[config.mk]
export PLATFORM = sky130hd
export DESIGN_NAME = vending_fsm_multi_flat
export DESIGN_NICKNAME = d
export VERILOG_FILES = /design/src/rtl/vending_pkg.sv /design/src/rtl/vending_fsm_multi_if.sv /design/src/rtl/vend_arbiter.sv /design/src/rtl/vending_fsm_multi.sv /design/src/flat_wrapper.sv
export SDC_FILE = /design/constraint.sdc
export NUM_CORES = 1
export LEC_CHECK = 0
export ABC_AREA = 1
export CORE_MARGIN = 3
export CORE_UTILIZATION = 54
export DETAILED_ROUTE_END_ITERATION = 12
export GPL_TIMING_DRIVEN = 1
export PLACE_DENSITY = 0.8
export SETUP_SLACK_MARGIN = 0.02
export SLEW_MARGIN = 20
export SYNTH_ARGS = -nofsm -noshare
export SYNTH_HDL_FRONTEND = slang
export SYNTH_HIERARCHICAL = 1
export SYNTH_SLANG_ARGS = --single-unit
[constraint.sdc]
create_clock -name clk -period 3.05 [get_ports clk]
set_input_delay 0.305 -clock clk [delete_from_list [all_inputs] [get_ports clk]]
set_output_delay 0.305 -clock clk [all_outputs]
set_load 0.02 [all_outputs]
[src/rtl/vending_pkg.sv]
// Shared types for the multi-product vending controller:
// FSM states, coin codes and the coin value lookup.
package vending_pkg;

    typedef enum logic [1:0] {
        IDLE   = 2'd0,
        CREDIT = 2'd1,
        VEND   = 2'd2,
        CHANGE = 2'd3
    } state_t;

    localparam logic [1:0] COIN_NONE = 2'b00;
    localparam logic [1:0] COIN_1    = 2'b01;
    localparam logic [1:0] COIN_2    = 2'b10;
    localparam logic [1:0] COIN_3    = 2'b11;

    function automatic int unsigned coin_value(
        input logic [1:0]  m,
        input int unsigned v1,
        input int unsigned v2,
        input int unsigned v3
    );
        int unsigned v;
        v = 0;
        case (m)
            COIN_1:  v = v1;
            COIN_2:  v = v2;
            COIN_3:  v = v3;
            default: v = 0;
        endcase
        return v;
    endfunction

endpackage

[src/rtl/vending_fsm_multi_if.sv]
// Bundle between the vending controller and the coin acceptor,
// keypad, dispenser and change hopper.
interface vending_fsm_multi_if #(
    parameter int unsigned N_PROD   = 2,
    parameter int unsigned CREDIT_W = 4
);
    logic [1:0]          moneda;
    logic [N_PROD-1:0]   comprar;
    logic                cancelar;
    logic [N_PROD-1:0]   listo;
    logic [N_PROD-1:0]   vend;
    logic                cambio;
    logic                rechazo;
    logic [CREDIT_W-1:0] total;
    logic                ocupado;

    modport master (
        output moneda, comprar, cancelar,
        input  listo, vend, cambio, rechazo, total, ocupado
    );

    modport slave (
        input  moneda, comprar, cancelar,
        output listo, vend, cambio, rechazo, total, ocupado
    );
endinterface

[src/rtl/vend_arbiter.sv]
// Fixed-priority purchase arbiter: the lowest-index product that
// is both requested and affordable gets a one-hot grant.
module vend_arbiter #(
    parameter int unsigned N_PROD   = 2,
    parameter int unsigned CREDIT_W = 4
) (
    input  logic [N_PROD-1:0]          comprar,
    input  logic [CREDIT_W-1:0]        total,
    input  logic [N_PROD*CREDIT_W-1:0] prices,
    output logic [N_PROD-1:0]          grant,
    output logic                       any
);

    // Scan from product 0 upward; first affordable request wins.
    always_comb begin
        grant = '0;
        any   = 1'b0;
        for (int i = 0; i < int'(N_PROD); i++) begin
            if (!any && comprar[i] &&
                total >= prices[i*CREDIT_W +: CREDIT_W]) begin
                grant[i] = 1'b1;
                any      = 1'b1;
            end
        end
    end

endmodule

[src/rtl/vending_fsm_multi.sv]
// N-product vending controller: saturating credit, purchase with
// deduction, cancel/refund and unit-by-unit change dispensing.
module vending_fsm_multi
    import vending_pkg::*;
#(
    parameter int unsigned N_PROD   = 2,
    parameter int unsigned CREDIT_W = 4,
    parameter logic [N_PROD*CREDIT_W-1:0] PRICES = {4'd3, 4'd2},
    parameter int unsigned COIN_V1  = 2,
    parameter int unsigned COIN_V2  = 3,
    parameter int unsigned COIN_V3  = 4,
    parameter bit          AUTO_CHG = 1'b1
) (
    input logic clk,
    input logic reset,
    vending_fsm_multi_if.slave bus
);

    localparam logic [CREDIT_W:0] MAX_EXT = {1'b0, {CREDIT_W{1'b1}}};

    state_t              state_q, state_d;
    logic [CREDIT_W-1:0] total_q, total_d;
    logic [N_PROD-1:0]   vend_q, vend_d;
    logic                cambio_q, cambio_d;
    logic                rechazo_q, rechazo_d;
    logic                ocupado_q, ocupado_d;

    logic [N_PROD-1:0]   grant;
    logic                any_grant;
    logic [CREDIT_W-1:0] sel_price;
    logic [N_PROD-1:0]   listo_c;
    logic                coin_in;
    logic [CREDIT_W:0]   coin_amt;
    logic [CREDIT_W:0]   sum;
    logic                fits;

    vend_arbiter #(
        .N_PROD   (N_PROD),
        .CREDIT_W (CREDIT_W)
    ) u_arb (
        .comprar (bus.comprar),
        .total   (total_q),
        .prices  (PRICES),
        .grant   (grant),
        .any     (any_grant)
    );

    assign coin_in  = (bus.moneda != COIN_NONE);
    assign coin_amt = (CREDIT_W+1)'(coin_value(bus.moneda,
                          COIN_V1, COIN_V2, COIN_V3));
    assign sum      = {1'b0, total_q} + coin_amt;
    assign fits     = (sum <= MAX_EXT);

    // Price of the granted product and the per-product ready decode.
    always_comb begin
        sel_price = '0;
        listo_c   = '0;
        for (int i = 0; i < int'(N_PROD); i++) begin
            if (grant[i])
                sel_price = PRICES[i*CREDIT_W +: CREDIT_W];
            listo_c[i] = (state_q == CREDIT) &&
                (total_q >= PRICES[i*CREDIT_W +: CREDIT_W]);
        end
    end

    // Next state, credit update and next-cycle output pulses.
    always_comb begin
        state_d   = state_q;
        total_d   = total_q;
        vend_d    = '0;
        cambio_d  = 1'b0;
        rechazo_d = 1'b0;
        case (state_q)
            IDLE, CREDIT: begin
                if (state_q == CREDIT && bus.cancelar) begin
                    state_d   = CHANGE;
                    rechazo_d = coin_in;
                end else if (state_q == CREDIT && any_grant) begin
                    state_d   = VEND;
                    vend_d    = grant;
                    total_d   = total_q - sel_price;
                    rechazo_d = coin_in;
                end else if (coin_in) begin
                    if (fits) begin
                        total_d = sum[CREDIT_W-1:0];
                        if (sum != '0)
                            state_d = CREDIT;
                    end else begin
                        rechazo_d = 1'b1;
                    end
                end
            end
            VEND: begin
                rechazo_d = coin_in;
                if (total_q == '0)
                    state_d = IDLE;
                else if (AUTO_CHG)
                    state_d = CHANGE;
                else
                    state_d = CREDIT;
            end
            CHANGE: begin
                rechazo_d = coin_in;
                if (total_q != '0) begin
                    cambio_d = 1'b1;
                    total_d  = total_q - 1'b1;
                    if (total_q == CREDIT_W'(1))
                        state_d = IDLE;
                end else begin
                    state_d = IDLE;
                end
            end
            default: state_d = IDLE;
        endcase
        ocupado_d = (state_d == VEND) || (state_d == CHANGE);
    end

    // State, credit and registered output pulses.
    always_ff @(posedge clk or negedge reset) begin
        if (!reset) begin
            state_q   <= IDLE;
            total_q   <= '0;
            vend_q    <= '0;
            cambio_q  <= 1'b0;
            rechazo_q <= 1'b0;
            ocupado_q <= 1'b0;
        end else begin
            state_q   <= state_d;
            total_q   <= total_d;
            vend_q    <= vend_d;
            cambio_q  <= cambio_d;
            rechazo_q <= rechazo_d;
            ocupado_q <= ocupado_d;
        end
    end

    assign bus.listo   = listo_c;
    assign bus.vend    = vend_q;
    assign bus.cambio  = cambio_q;
    assign bus.rechazo = rechazo_q;
    assign bus.total   = total_q;
    assign bus.ocupado = ocupado_q;

endmodule

[src/flat_wrapper.sv]
// flat-port wrapper written by rule: the top's interface ports become plain ports
module vending_fsm_multi_flat import vending_pkg::*;
#(
    parameter int unsigned N_PROD   = 2,
    parameter int unsigned CREDIT_W = 4,
    parameter logic [N_PROD*CREDIT_W-1:0] PRICES = {4'd3, 4'd2},
    parameter int unsigned COIN_V1  = 2,
    parameter int unsigned COIN_V2  = 3,
    parameter int unsigned COIN_V3  = 4,
    parameter bit          AUTO_CHG = 1'b1
)
  (clk, reset, bus_moneda, bus_comprar, bus_cancelar, bus_listo, bus_vend, bus_cambio, bus_rechazo, bus_total, bus_ocupado);
  vending_fsm_multi_if #(.N_PROD(N_PROD), .CREDIT_W(CREDIT_W)) bus_i ();
  input logic clk;
  input logic reset;
  input wire logic [$bits(bus_i.moneda)-1:0] bus_moneda;
  input wire logic [$bits(bus_i.comprar)-1:0] bus_comprar;
  input wire logic [$bits(bus_i.cancelar)-1:0] bus_cancelar;
  output wire logic [$bits(bus_i.listo)-1:0] bus_listo;
  output wire logic [$bits(bus_i.vend)-1:0] bus_vend;
  output wire logic [$bits(bus_i.cambio)-1:0] bus_cambio;
  output wire logic [$bits(bus_i.rechazo)-1:0] bus_rechazo;
  output wire logic [$bits(bus_i.total)-1:0] bus_total;
  output wire logic [$bits(bus_i.ocupado)-1:0] bus_ocupado;
  assign bus_i.moneda = bus_moneda;
  assign bus_i.comprar = bus_comprar;
  assign bus_i.cancelar = bus_cancelar;
  assign bus_listo = bus_i.listo;
  assign bus_vend = bus_i.vend;
  assign bus_cambio = bus_i.cambio;
  assign bus_rechazo = bus_i.rechazo;
  assign bus_total = bus_i.total;
  assign bus_ocupado = bus_i.ocupado;
  vending_fsm_multi #(.N_PROD(N_PROD), .CREDIT_W(CREDIT_W), .PRICES(PRICES), .COIN_V1(COIN_V1), .COIN_V2(COIN_V2), .COIN_V3(COIN_V3), .AUTO_CHG(AUTO_CHG)) u_core (.clk(clk), .reset(reset), .bus(bus_i));
endmodule
==> impl_metrics.json <==
{
  "setup_tns_ns": 0,
  "initial_core_util_pct": 58.9,
  "yosysSeqAreaShare_pct": 20.8,
  "cts.sinks": 10,
  "leakagePower_uw": 0.000852,
  "htree_levels": 1,
  "grt_pass1_wl_mm": 4.71,
  "cts_resized": 0,
  "design_area_mm2": 0.00148,
  "area_delta_synth_final_pct": 23.1,
  "cp.arrival_ns": 2.81,
  "outcome": "finished clean",
  "drc": 0,
  "drtIter0Drc": 60,
  "regToRegEndpoint": "u_core/bus.total[2]",
  "postRouteAntennaNets": 0,
  "mostFrequentLayoutCells": "49 x nand2_1, 35 x inv_1, 20 x ha_1",
  "final_max_slew_viol_count": 0,
  "crit_required_ns": 3.21,
  "reg2reg_from": "u_core/bus.total[3]",
  "place_area_mm2": 0.00145,
  "clk_pin_slew_ns": 0.07,
  "antennaDiodeCount": 0,
  "clk_latency_ns": 0.27,
  "place_congestion": 0.940,
  "synth_warnings": 6,
  "critPathMaxFanout": 10,
  "core_mm2": 0.00204,
  "skew_ns": 0.00207,
  "critical_path_class": "reg -> reg",
  "slowest_stage": "dfrtp_1",
  "synthDistinctLibCells": 23,
  "max_freq_ghz": 0.378,
  "cts_hold_buf": 0,
  "dp.final_hpwl_mm": 2.22,
  "pwr-share-seq_pct": 17.7,
  "ys_ff_latch": 10,
  "start_kind": "flop",
  "r2r_setup_slack_ns": 0.41,
  "fin_cells": 234,
  "power.share.combinational_pct": 74.4,
  "layout_commonest_cell": "nand2_1",
  "crit_path_start": "u_core/bus.total[3]",
  "pwr-share-clk_pct": 7.9,
  "path_common_cell": "nand2_1",
  "path_depth": 17,
  "ios": 18,
  "utilization_pct": 72.5,
  "hold_viol": 0,
  "cts_root_buf": "clkbuf_4",
  "rsz0062_at_grt": "no",
  "antenna_found_initial": 0,
  "first_global_vias": 1110,
  "vias": 1176,
  "internal_power_uw": 725,
  "grt.overflow.total": 0,
  "maxCapViolations": 0,
  "port_buffers": 17,
  "irDropWorstVdd_mv": 0.618,
  "crit_family": "adder cells",
  "fin_crit_sh_pct": 86.7,
  "worst_slew_pin_slew_ns": 0.636,
  "die-height_um": 53.2,
  "via_per_inst": 5.03,
  "detail_route.first_pass.iterations": 4,
  "relSlewSlack_pct": 57.2,
  "wl_mm": 2.75,
  "netSwitchingPower_uw": 858,
  "num_rows": 16,
  "cp-endpoint": "u_core/bus.total[2]",
  "r2r_cells": 17,
  "post_cts.repair.setup_buffers": 0,
  "layout-drive-gt1-share_pct": 12.1,
  "syn_area_mm2": 0.00120,
  "fillers": 172,
  "fp.dieW_um": 53.2,
  "cts_tree": "built",
  "track_usage_pct": 22.7,
  "synthCells": 178,
  "crit_path_cell_trace": "ha_1, nand2_1, inv_1, nand2_1, nand3_1, nand2_2, nand2_1, nor2_1, ha_1, inv_1, fa_1, xor2_1, nand2_1, nand3_1, nand2_1, nand2_1, o21ai_1",
  "period_needed_ns": 2.64,
  "placedCellCount": 230,
  "power-per-cell-area_mw_per_mm2": 1070,
  "path_buf_inv": 2,
  "synth.avg_cell_area_um2": 6.76,
  "cpPeakStageDelay_ns": 0.57,
  "layout.nets": 237,
  "routedWlPerCell_um": 11.7,
  "swShare_pct": 54.2,
  "die_area_mm2": 0.00283,
  "hold_class": "in -> async",
  "setup-violations-final": 0,
  "cts_buffers": 3,
  "grt_start_max_net_pins": 11,
  "clk_path_buf_depth": 2,
  "cp-end-kind": "flop"
}
[how the worst min path moves through the flow]
| stage | startpoint | end | slack, ns | cells after the start |
|---|---|---|---|---|
| finish | reset | u_core/bus.rechazo | 0.35 | 1 |
| detailed placement | reset | u_core/bus.total[0] | 0.65 | 1 |
| CTS | reset | u_core/bus.total[0] | 0.37 | 1 |
| global route | reset | u_core/bus.total[0] | 0.37 | 1 |
| global placement | reset | u_core/bus.total[0] | 0.65 | 1 |
| floorplan | reset | u_core/bus.cambio | 0.009 | 0 |
[cell usage after synthesis]
cell	n	share of area, %
dfrtp_1	10	21
o211ai_1	1	0.62
xor2_1	2	1.5
nand3_4	1	1.5
inv_1	35	11
nor2_1	12	3.7
nand3b_2	1	0.94
o21ai_0	2	0.83
ha_1	20	21
clkinv_2	1	0.42
conb_1	2	0.62
nand2_1	49	15
nand3_1	13	5.4
a41oi_1	1	0.73
nand2_4	2	1.9
fa_1	2	3.3
o21ai_1	1	0.42
a21oi_1	7	2.9
nor2_2	4	2.1
o22ai_1	1	0.52
inv_2	4	1.2
nand2_2	6	3.1
nand4_1	1	0.52
[layout make-up]
| type | count | area, um2 | share of cell area (%) |
|---|---|---|---|
| timing repair buffer | 19 | 185 | 12.5 |
| tap | 27 | 33.8 | 2.28 |
| inverter | 40 | 151 | 10.2 |
| clock buffer | 4 | 36.3 | 2.45 |
| sequential | 10 | 250 | 16.9 |
| multi-input combinational | 134 | 825 | 55.7 |
[per-layer routing]
metal  vias up  routed length (um)  track usage [%]  part of all wire, %
li1        594                   -                -                    -
met1       527                1110             27.1                   40
met2        48                1350             39.4                   49
met3         7                 239             3.38                  8.7
met4         0                  53             9.79                  1.9
met5         -                   0                0                    0
[registers in the layout, summed over array words and instances (netlist names)]
name and cells:
u_core/bus.cambio 1, u_core/bus.ocupado 1, u_core/bus.rechazo 1, u_core/bus.total 4
u_core/bus.vend 2, u_core/state_q 1
[logic make-up (layout without fill, tap and decap cells)]
group | count (synthesis) | in the layout | synth area share, %
AO/OA/AOI/OAI | 13 | 13 | 6.03
other | 2 | 8 | 0.624
buffers and inverters | 40 | 63 | 12.6
XOR/XNOR | 2 | 2 | 1.46
flip-flops | 10 | 10 | 20.8
adder cells (fa/ha/maj) | 22 | 22 | 24.1
AND/OR/NAND/NOR | 89 | 89 | 34.4
[stage by stage]
step | worst slack [ns] | total power [uW] | hold slack (ns)
floorplan | 0.557 | 1080 | 0.00941
global placement | 0.559 | 1390 | 0.647
detailed placement | 0.463 | 1440 | 0.654
CTS | 0.429 | 1570 | 0.366
global route | 0.139 | 1760 | 0.370
finish | 0.406 | 1580 | 0.347
[power groups by stage]
stage          Clock [uW]  Sequential (uW)  Combinational [uW]
2_1_floorplan           0              334                 748
3_3_place_gp            0              280                1110
3_5_place_dp            0              284                1150
4_1_cts               124              281                1160
5_1_grt               133              295                1330
6_report              124              281                1180
No activity file was read; power rests on OpenSTA's default activity.
